==> src/rtl/serial_add_ctrl.sv <==
// rtl/serial_add_ctrl.sv - nibble-serial multi-precision adder around one shared 4-bit adder
// Optional signed-overflow output is enabled by defining SERIAL_ADD_OVF_EN.

module binary_adder (
  input  logic [3:0] a,
  input  logic [3:0] b,
  input  logic       c_in,
  output logic [3:0] sum,
  output logic       c_out
);
  assign {c_out, sum} = a + b + {3'b000, c_in};
endmodule

module serial_add_ctrl #(
  parameter int NIBBLES = 4
) (
  input  logic                 clk,
  input  logic                 rst,
  input  logic                 start,
  input  logic [4*NIBBLES-1:0] a,
  input  logic [4*NIBBLES-1:0] b,
  input  logic                 c_in,
  output logic                 busy,
  output logic                 done,
  output logic [4*NIBBLES-1:0] sum,
  output logic                 c_out
`ifdef SERIAL_ADD_OVF_EN
  ,
  output logic                 ovf
`endif
);
  localparam int W  = 4 * NIBBLES;
  localparam int IW = (NIBBLES > 1) ? $clog2(NIBBLES) : 1;
  localparam logic [IW-1:0] LAST_IDX = IW'(NIBBLES - 1);

  typedef enum logic {IDLE, ADD} state_t;

  state_t        state_q, state_d;
  logic [W-1:0]  op_a_q, op_a_d, op_b_q, op_b_d;
  logic [W-1:0]  work_q, work_d, sum_q, sum_d;
  logic [IW-1:0] idx_q, idx_d;
  logic          carry_q, carry_d, c_out_q, c_out_d;
  logic          busy_q, busy_d, done_q, done_d;

  logic [3:0]    add_a, add_b, add_sum;
  logic          add_cout;
  logic [W-1:0]  merged;
  logic [IW+1:0] shamt;

  assign shamt = {idx_q, 2'b00};
  assign add_a = 4'(op_a_q >> shamt);
  assign add_b = 4'(op_b_q >> shamt);

  binary_adder u_adder (
    .a     (add_a),
    .b     (add_b),
    .c_in  (carry_q),
    .sum   (add_sum),
    .c_out (add_cout)
  );

  // Current nibble's sum spliced into the partial work word; on the final
  // nibble this is the complete result.
  assign merged = (work_q & ~(W'(4'hF) << shamt)) | (W'(add_sum) << shamt);

`ifdef SERIAL_ADD_OVF_EN
  logic ovf_q, ovf_d;
  assign ovf = ovf_q;
`endif

  always_comb begin
    state_d = state_q;
    op_a_d  = op_a_q;
    op_b_d  = op_b_q;
    work_d  = work_q;
    sum_d   = sum_q;
    idx_d   = idx_q;
    carry_d = carry_q;
    c_out_d = c_out_q;
    busy_d  = busy_q;
    done_d  = 1'b0;
`ifdef SERIAL_ADD_OVF_EN
    ovf_d   = ovf_q;
`endif
    case (state_q)
      IDLE: begin
        if (start) begin
          op_a_d  = a;
          op_b_d  = b;
          carry_d = c_in;
          idx_d   = '0;
          busy_d  = 1'b1;
          state_d = ADD;
        end
      end
      ADD: begin
        work_d  = merged;
        carry_d = add_cout;
        idx_d   = idx_q + 1'b1;
        if (idx_q == LAST_IDX) begin
          sum_d   = merged;
          c_out_d = add_cout;
`ifdef SERIAL_ADD_OVF_EN
          ovf_d   = (op_a_q[W-1] == op_b_q[W-1]) && (merged[W-1] != op_a_q[W-1]);
`endif
          done_d  = 1'b1;
          busy_d  = 1'b0;
          state_d = IDLE;
        end
      end
      default: state_d = IDLE;
    endcase
  end

  always_ff @(posedge clk or posedge rst) begin
    if (rst) begin
      state_q <= IDLE;
      op_a_q  <= '0;
      op_b_q  <= '0;
      work_q  <= '0;
      sum_q   <= '0;
      idx_q   <= '0;
      carry_q <= 1'b0;
      c_out_q <= 1'b0;
      busy_q  <= 1'b0;
      done_q  <= 1'b0;
`ifdef SERIAL_ADD_OVF_EN
      ovf_q   <= 1'b0;
`endif
    end else begin
      state_q <= state_d;
      op_a_q  <= op_a_d;
      op_b_q  <= op_b_d;
      work_q  <= work_d;
      sum_q   <= sum_d;
      idx_q   <= idx_d;
      carry_q <= carry_d;
      c_out_q <= c_out_d;
      busy_q  <= busy_d;
      done_q  <= done_d;
`ifdef SERIAL_ADD_OVF_EN
      ovf_q   <= ovf_d;
`endif
    end
  end

  assign busy  = busy_q;
  assign done  = done_q;
  assign sum   = sum_q;
  assign c_out = c_out_q;

endmodule

==> config.mk <==
export PLATFORM = sky130hd
export DESIGN_NAME = serial_add_ctrl
export DESIGN_NICKNAME = d
export VERILOG_FILES = /design/src/rtl/serial_add_ctrl.sv
export SDC_FILE = /design/constraint.sdc
export NUM_CORES = 1
export LEC_CHECK = 0
export ABC_AREA = 1
export CORE_ASPECT_RATIO = 0.75
export CORE_MARGIN = 10
export CORE_UTILIZATION = 57
export DETAILED_ROUTE_END_ITERATION = 8
export PLACE_DENSITY = 0.81
export SLEW_MARGIN = 30
export SYNTH_ARGS = -nofsm -noshare
export SYNTH_HDL_FRONTEND = slang
export SYNTH_SLANG_ARGS = --single-unit
==> constraint.sdc <==
create_clock -name clk -period 7.35 [get_ports clk]
set_input_delay 0.735 -clock clk [delete_from_list [all_inputs] [get_ports clk]]
set_output_delay 0.735 -clock clk [all_outputs]
set_load 0.01 [all_outputs]
# After elaboration in Yosys (flattened, before gate mapping)
# Index checks and enable logic that the tools add are counted.
dict set report totals {
  out_inout_bits 19
  inputBits 36
  ff_bits 71
  elab_cells 39
}
dict set report classes {
  eq_ne 3
  muxes 12
  bitwise 4
  reduce_logical 3
  n_shift 4
  n_addsub 3
}
# operator n
set ops {}
lappend ops {{$shr A16 B4 Y4} 2}
lappend ops {{$and A16 B16 Y16} 1}
lappend ops {{$not A16 Y16} 1}
lappend ops {{$or A16 B16 Y16} 1}
lappend ops {{$shl A4 B4 Y16} 1}
lappend ops {{$shl A4 B4 Y16 const A} 1}
lappend ops {{$mux W1} 7}
lappend ops {{$pmux W1 S2} 3}
lappend ops {{$reduce_and A2 Y1} 3}
lappend ops {{$add A4 B4 Y5} 1}
lappend ops {{$add A5 B1 Y5} 1}
lappend ops {{$pmux W2 S2} 1}
lappend ops {{$add A2 B1 Y2 const B} 1}
lappend ops {{$eq A2 B2 Y1 const B} 1}
lappend ops {{$mux W2} 1}
lappend ops {{$ne A2 B1 Y1 const B} 1}
lappend ops {{$ne A2 B2 Y1 const B} 1}
lappend ops {{$not A1 Y1} 1}

# Longest topological paths before layout
dict set report logic_depth {
  depth_word 5
  ltp_mapped 14
  mapped_depth_nobuf 12
}

# Cells and area by module
# A second synthesis with hierarchy kept.
dict set report unflattened {
  hier_cells 429
  area_unflattened_um2 3409.5
}
# mod cells_per_inst area_per_inst_um2 n_inst seq_area_each_um2
set modules_own_cells {}
lappend modules_own_cells {serial_add_ctrl 404 3244.4 1 1776.7}
lappend modules_own_cells {binary_adder 25 165.2 1 0.0}

# Least setup slack after synthesis
# No wires, ideal clock.
dict set report synth_path {
  kind {register to register}
  start {register idx_q[0]}
  end {register work_q[5]}
  synth_period_minus_slack_ns 2.330
  setup_ns 0.076
  required_ns 7.274
  path_stages_with_launch 11
  path_slack_ns 5.020
  arrival_time_ns 2.253
  n_path_buf 2
  cell_sequence {dfrtp_1 > buf_4 > buf_6 > o21ai_0 > o22ai_1 > fa_1 > inv_1 > fa_1 > o32ai_2 > nand2_1 > o21ai_1}
}
dict set report synth_via {
  elab_chain_cells 5
  elab_cells_between_ends 9
  cone_classes {add/sub (2); shift (4); bitwise (3)}
}
# element line_no
set synth_rtl {}
lappend synth_rtl {{start, declared} 41} ;# logic [IW-1:0] idx_q, idx_d;
lappend synth_rtl {{start signal, assigned} 136} ;# idx_q <= idx_d;
lappend synth_rtl {{$shr A16 B4 Y4, on equally long branches} {51, 52}}
lappend synth_rtl {{$add A4 B4 Y5} 11} ;# assign {c_out, sum} = a + b + {3'b000, c_in};
lappend synth_rtl {{$add A5 B1 Y5} 11}
lappend synth_rtl {{$shl A4 B4 Y16} 64} ;# assign merged = (work_q & ~(W'(4'hF) << shamt)) | (W'(add_sum) << shamt);
lappend synth_rtl {{$or A16 B16 Y16 *} 64}
lappend synth_rtl {{end signal, assigned} 134} ;# work_q <= work_d;
lappend synth_rtl {{end, declared} 40} ;# logic [W-1:0] work_q, work_d, sum_q, sum_d;
# Every way passes the cells marked *; elsewhere a longest branch is shown, timed or not.
# A chain may end at the register's enable or synchronous reset.

# Final worst setup path
# Ends and elaborated chain as after synthesis.

==> results by group <==
Outcome
  – Status: finished clean

STA
  – Slew at the pin closest to its max-slew limit: a little over 900 ps
  – Shortest clock period the worst path allows after layout: 3245 ps
  – Tightest slew margin relative to the limit: roughly 38%
  – Final setup violation count: 0
  – Fin crit share: between 40 and 50%
  – Number of hold violations in the final report: 0
  – Upper clock frequency limit: 0.3082 GHz
  – RSZ-0062 raised after global routing: false
  – Worst clock skew on the final layout: between 4 and 5 ps
  – Final TNS setup: 0 ps
  – Final count of pins violating max slew: 0

Power
  – Peak supply drop: around 220 uV
  – Total chip power: 1.917 mW
  – Net switching fraction of the power: 43.84%
  – Design internal power: ~1.1 mW
  – Pleak: around 2 nW
  – Pwr dens: ~490 nW/um^2
  – Clock share of power: between 10% and 20%
  – Register share of total power: 35.4%
  – Comb power frac: between 50% and 60%
  – Switching power total: 0.8404 mW

Synthesis
  – Area share of the largest cell type after synthesis: between 50 and 60%
  – Synth Area in Adders: 3.905%
  – Post-Syn Nets: between 400 and 500
  – Synth cell count leaders: sky130_fd_sc_hd__nand2_1 (172), sky130_fd_sc_hd__dfrtp_1 (67), sky130_fd_sc_hd__o21ai_0 (27), sky130_fd_sc_hd__inv_1 (25), sky130_fd_sc_hd__nor2_1 (18)
  – Largest family of logic cells by synthesized area: simple AND/OR/NAND/NOR gates
  – Most frequent cell after synthesis: sky130_fd_sc_hd__nand2_1
  – Synth unique cells: 29
  – Most area-consuming cells after synthesis: sky130_fd_sc_hd__dfrtp_1 (51%), sky130_fd_sc_hd__nand2_1 (20%), sky130_fd_sc_hd__o21ai_0 (4.1%)
  – Fraction of synthesized cell area in xor and xnor cells: 0%
  – Synthesized-area fraction occupied by ao, oa, aoi and oai cells: 9.648%
  – Post-synthesis area per instance: approximately 8.5 sq um
  – Post-Syn Area: ~3300 sq um
  – Async SR Flop Fraction: 100.0%
  – Share of synthesized cell area in and, or, nand and nor gates: 26.19%
  – Seq/Total Area, Yosys: 51.30%
  – Number of instances in the synthesized netlist: 383
  – Syn. warnings: 0
  – FF+latch count, synth: 67
  – Library cell with the largest summed area after synthesis: sky130_fd_sc_hd__dfrtp_1
  – Most used flip-flop cell after synthesis: sky130_fd_sc_hd__dfrtp_1
  – Fraction of synthesized area in multiplexers: 0%
  – Number of synthesized flops with an enable pin: 0

Final layout
  – Diode count: 0
  – Count of fill cells added during filler insertion: about 410
  – Fraction of layout instances using a drive strength above 1: roughly 7.4%
  – Area grow syn2layout: 18.99%
  – Non-filler cells, final: roughly 510
  – Number of nets in the layout: around 470
  – Final std cell area, no fill: 3889 sq um

Die
  – Y dimension of the die: ~86 um
  – Area inside the core boundary: 5439 sq um
  – Horizontal die dimension: 107.4 um
  – Die Footprint: slightly above 9000 sq um
  – Row count: 23
  – Io pins: 55
  – Starting density of the core: roughly 60%

Detailed routing
  – First-pass DRT Iterations: 5
  – WL/cell: around 14 um
  – Via count: ~2600
  – Aggregate routed wire length: around 7200 um
  – Drc violations: 0
  – Via density per instance: just over 5
  – Residual antenna-violating net count after detailed routing: 0
  – Count of routing violations after the opening detailed-route iteration: 171

Setup path
  – Arrival time reported for the critical path endpoint: 3520 ps
  – Largest fanout on the critical path: 30
  – Origin of the critical flop-to-flop path: idx_q[0]
  – Most common cell type on the critical path: sky130_fd_sc_hd__fa_1
  – CP Buf/Inv Count: 2
  – Worst path max stage delay: ~900 ps
  – Total stage count of the critical path: 9
  – Family with the most delay on the worst path: flip-flops
  – Setup crit end kind: register
  – Crit-path cells: inv_2, o21ai_0, o22ai_1, fa_1, inv_1, fa_1, o32ai_2, nand2_1, o21ai_1
  – Sort of element at the start of the critical path: register
  – Worst Setup Path Type: register to register
  – Slowest cell on the critical path: sky130_fd_sc_hd__dfrtp_1
  – Critical path startpoint: idx_q[0]
  – Crit path capture: work_q[5]
  – Worst Reg2Reg Path Length in Cells: 9
  – Required time at the worst-slack endpoint: ~7600 ps
  – Endpoint of the lowest-slack register-to-register path: work_q[5]
  – Internal reg-to-reg setup slack: about 4100 ps

Min path
  – Type of the most critical hold path: register to register
  – Worst hold path cell count: 2

Placement
  – Placed standard-cell area: 3729 sq um
  – Port Buffers: 54
  – Final HPWL from detailed placement: about 5000 um
  – Number of placed cells counting well taps: just under 500
  – Gpl congestion: ~0.91

Global route
  – Number of antenna violations at the first check in global routing: 0
  – First-pass GRT wire length: about 13000 um
  – Vias in the first global route: 2598
  – Total gr overflow: 0
  – GRT Total Usage: 16.89%
  – Largest net degree at the start of global routing: 68

Clock network
  – CTS tree: done
  – Quantity of gates resized following cts: 0
  – CTS sink count: 67
  – Inserted Clock Buffers: 9
  – Count of H-tree levels built during CTS: 3
  – Post-CTS Hold Buffers: 0
  – Later-pin clock latency in the skew report: roughly 350 ps
  – Clock-pin slew on the worst setup and hold paths: ~70 ps
  – Clock Path Buffers: 2
  – Root cell of the clock tree: sky130_fd_sc_hd__clkbuf_8
  – Post-CTS Repair Setup Buffers: 0

Flow run
  – Max-cap viol count: 0
-- power by group through the flow --
stage          sequential (mW)  combinational (mW)  clock (mW)
2_1_floorplan            0.627               0.789           0
3_3_place_gp             0.675               0.939           0
3_5_place_dp             0.680               0.967           0
4_1_cts                  0.676               0.980       0.263
5_1_grt                  0.702                1.12       0.282
6_report                 0.678               0.980       0.258
-- kinds of logic (layout without fill, tap and decap cells) --
logic type                 Yosys count  in the layout
DFF                                 67             67
adders and majority gates            9              9
and+or+nand+nor                    208            208
buffers and inverters               49             99
AOI/OAI and AO/OA                   50             50
-- layout by cell type, fill, tap and decap left out, drive strengths merged, types with 6 or more instances in the layout --
cell,synthesis,layout
ha,7,7
nand2,174,174
nand4,6,6
o22ai,12,12
inv,29,29
dfrtp,67,67
clkdlybuf4s50,0,54
o21ai,29,29
nor2,19,19
clkbuf,0,12
nand3,7,7
-- flip-flops by register name, summed over array words and instances (netlist names) --
| signal | cells |
|---|---|
| state_q | 1 |
| work_q | 12 |
| done | 1 |
| op_b_q | 16 |
| c_out | 1 |
| busy | 1 |
| op_a_q | 16 |
| carry_q | 1 |
| sum | 16 |
| idx_q | 2 |
-- cell type report --
cell class,count,area (sq um),area share [%]
repair buffers,55,548.0,14.09
clock inverters,3,15.01,0.3861
clock buffers,12,145.1,3.732
flip-flops and latches,67,1677,43.11
well taps,75,93.84,2.413
inverters,29,111.4,2.864
multi-input cells,267,1299,33.40
-- per-stage QoR --
stage	utilization (%)	setup WS, ps	hold WS, ps
2_1_floorplan	-	4932	436.7
3_3_place_gp	68.55	4314	450.6
3_5_place_dp	68.55	4200	457.1
4_1_cts	71.50	4173	471.9
5_1_grt	71.50	3736	513.3
6_report	71.50	4105	473.7
-- worst min-delay path by stage --
stage	from	to	slack (ps)
after floorplan	op_a_q[10]	op_a_q[10]	440
after global placement	op_b_q[8]	op_b_q[8]	450
after detailed placement	op_b_q[10]	op_b_q[10]	460
after CTS	op_b_q[10]	op_b_q[10]	470
after global routing	op_b_q[12]	op_b_q[12]	510
final	op_b_q[10]	op_b_q[10]	470
-- tightest hold or removal path: stages, from the launching register on --
cell and delay [ps]:
sky130_fd_sc_hd__dfrtp_1 330, sky130_fd_sc_hd__nand2_1 60, sky130_fd_sc_hd__nand2_1 50
-- routing by layer --
layer,up-vias,GRT usage [%],wire length [um]
met3,7,6.502,617
li1,1297,-,-
met1,1209,22.46,3389
met2,92,25.03,3108
met4,0,4.964,48
met5,-,0,0
Power figures use the tool's default switching activity.
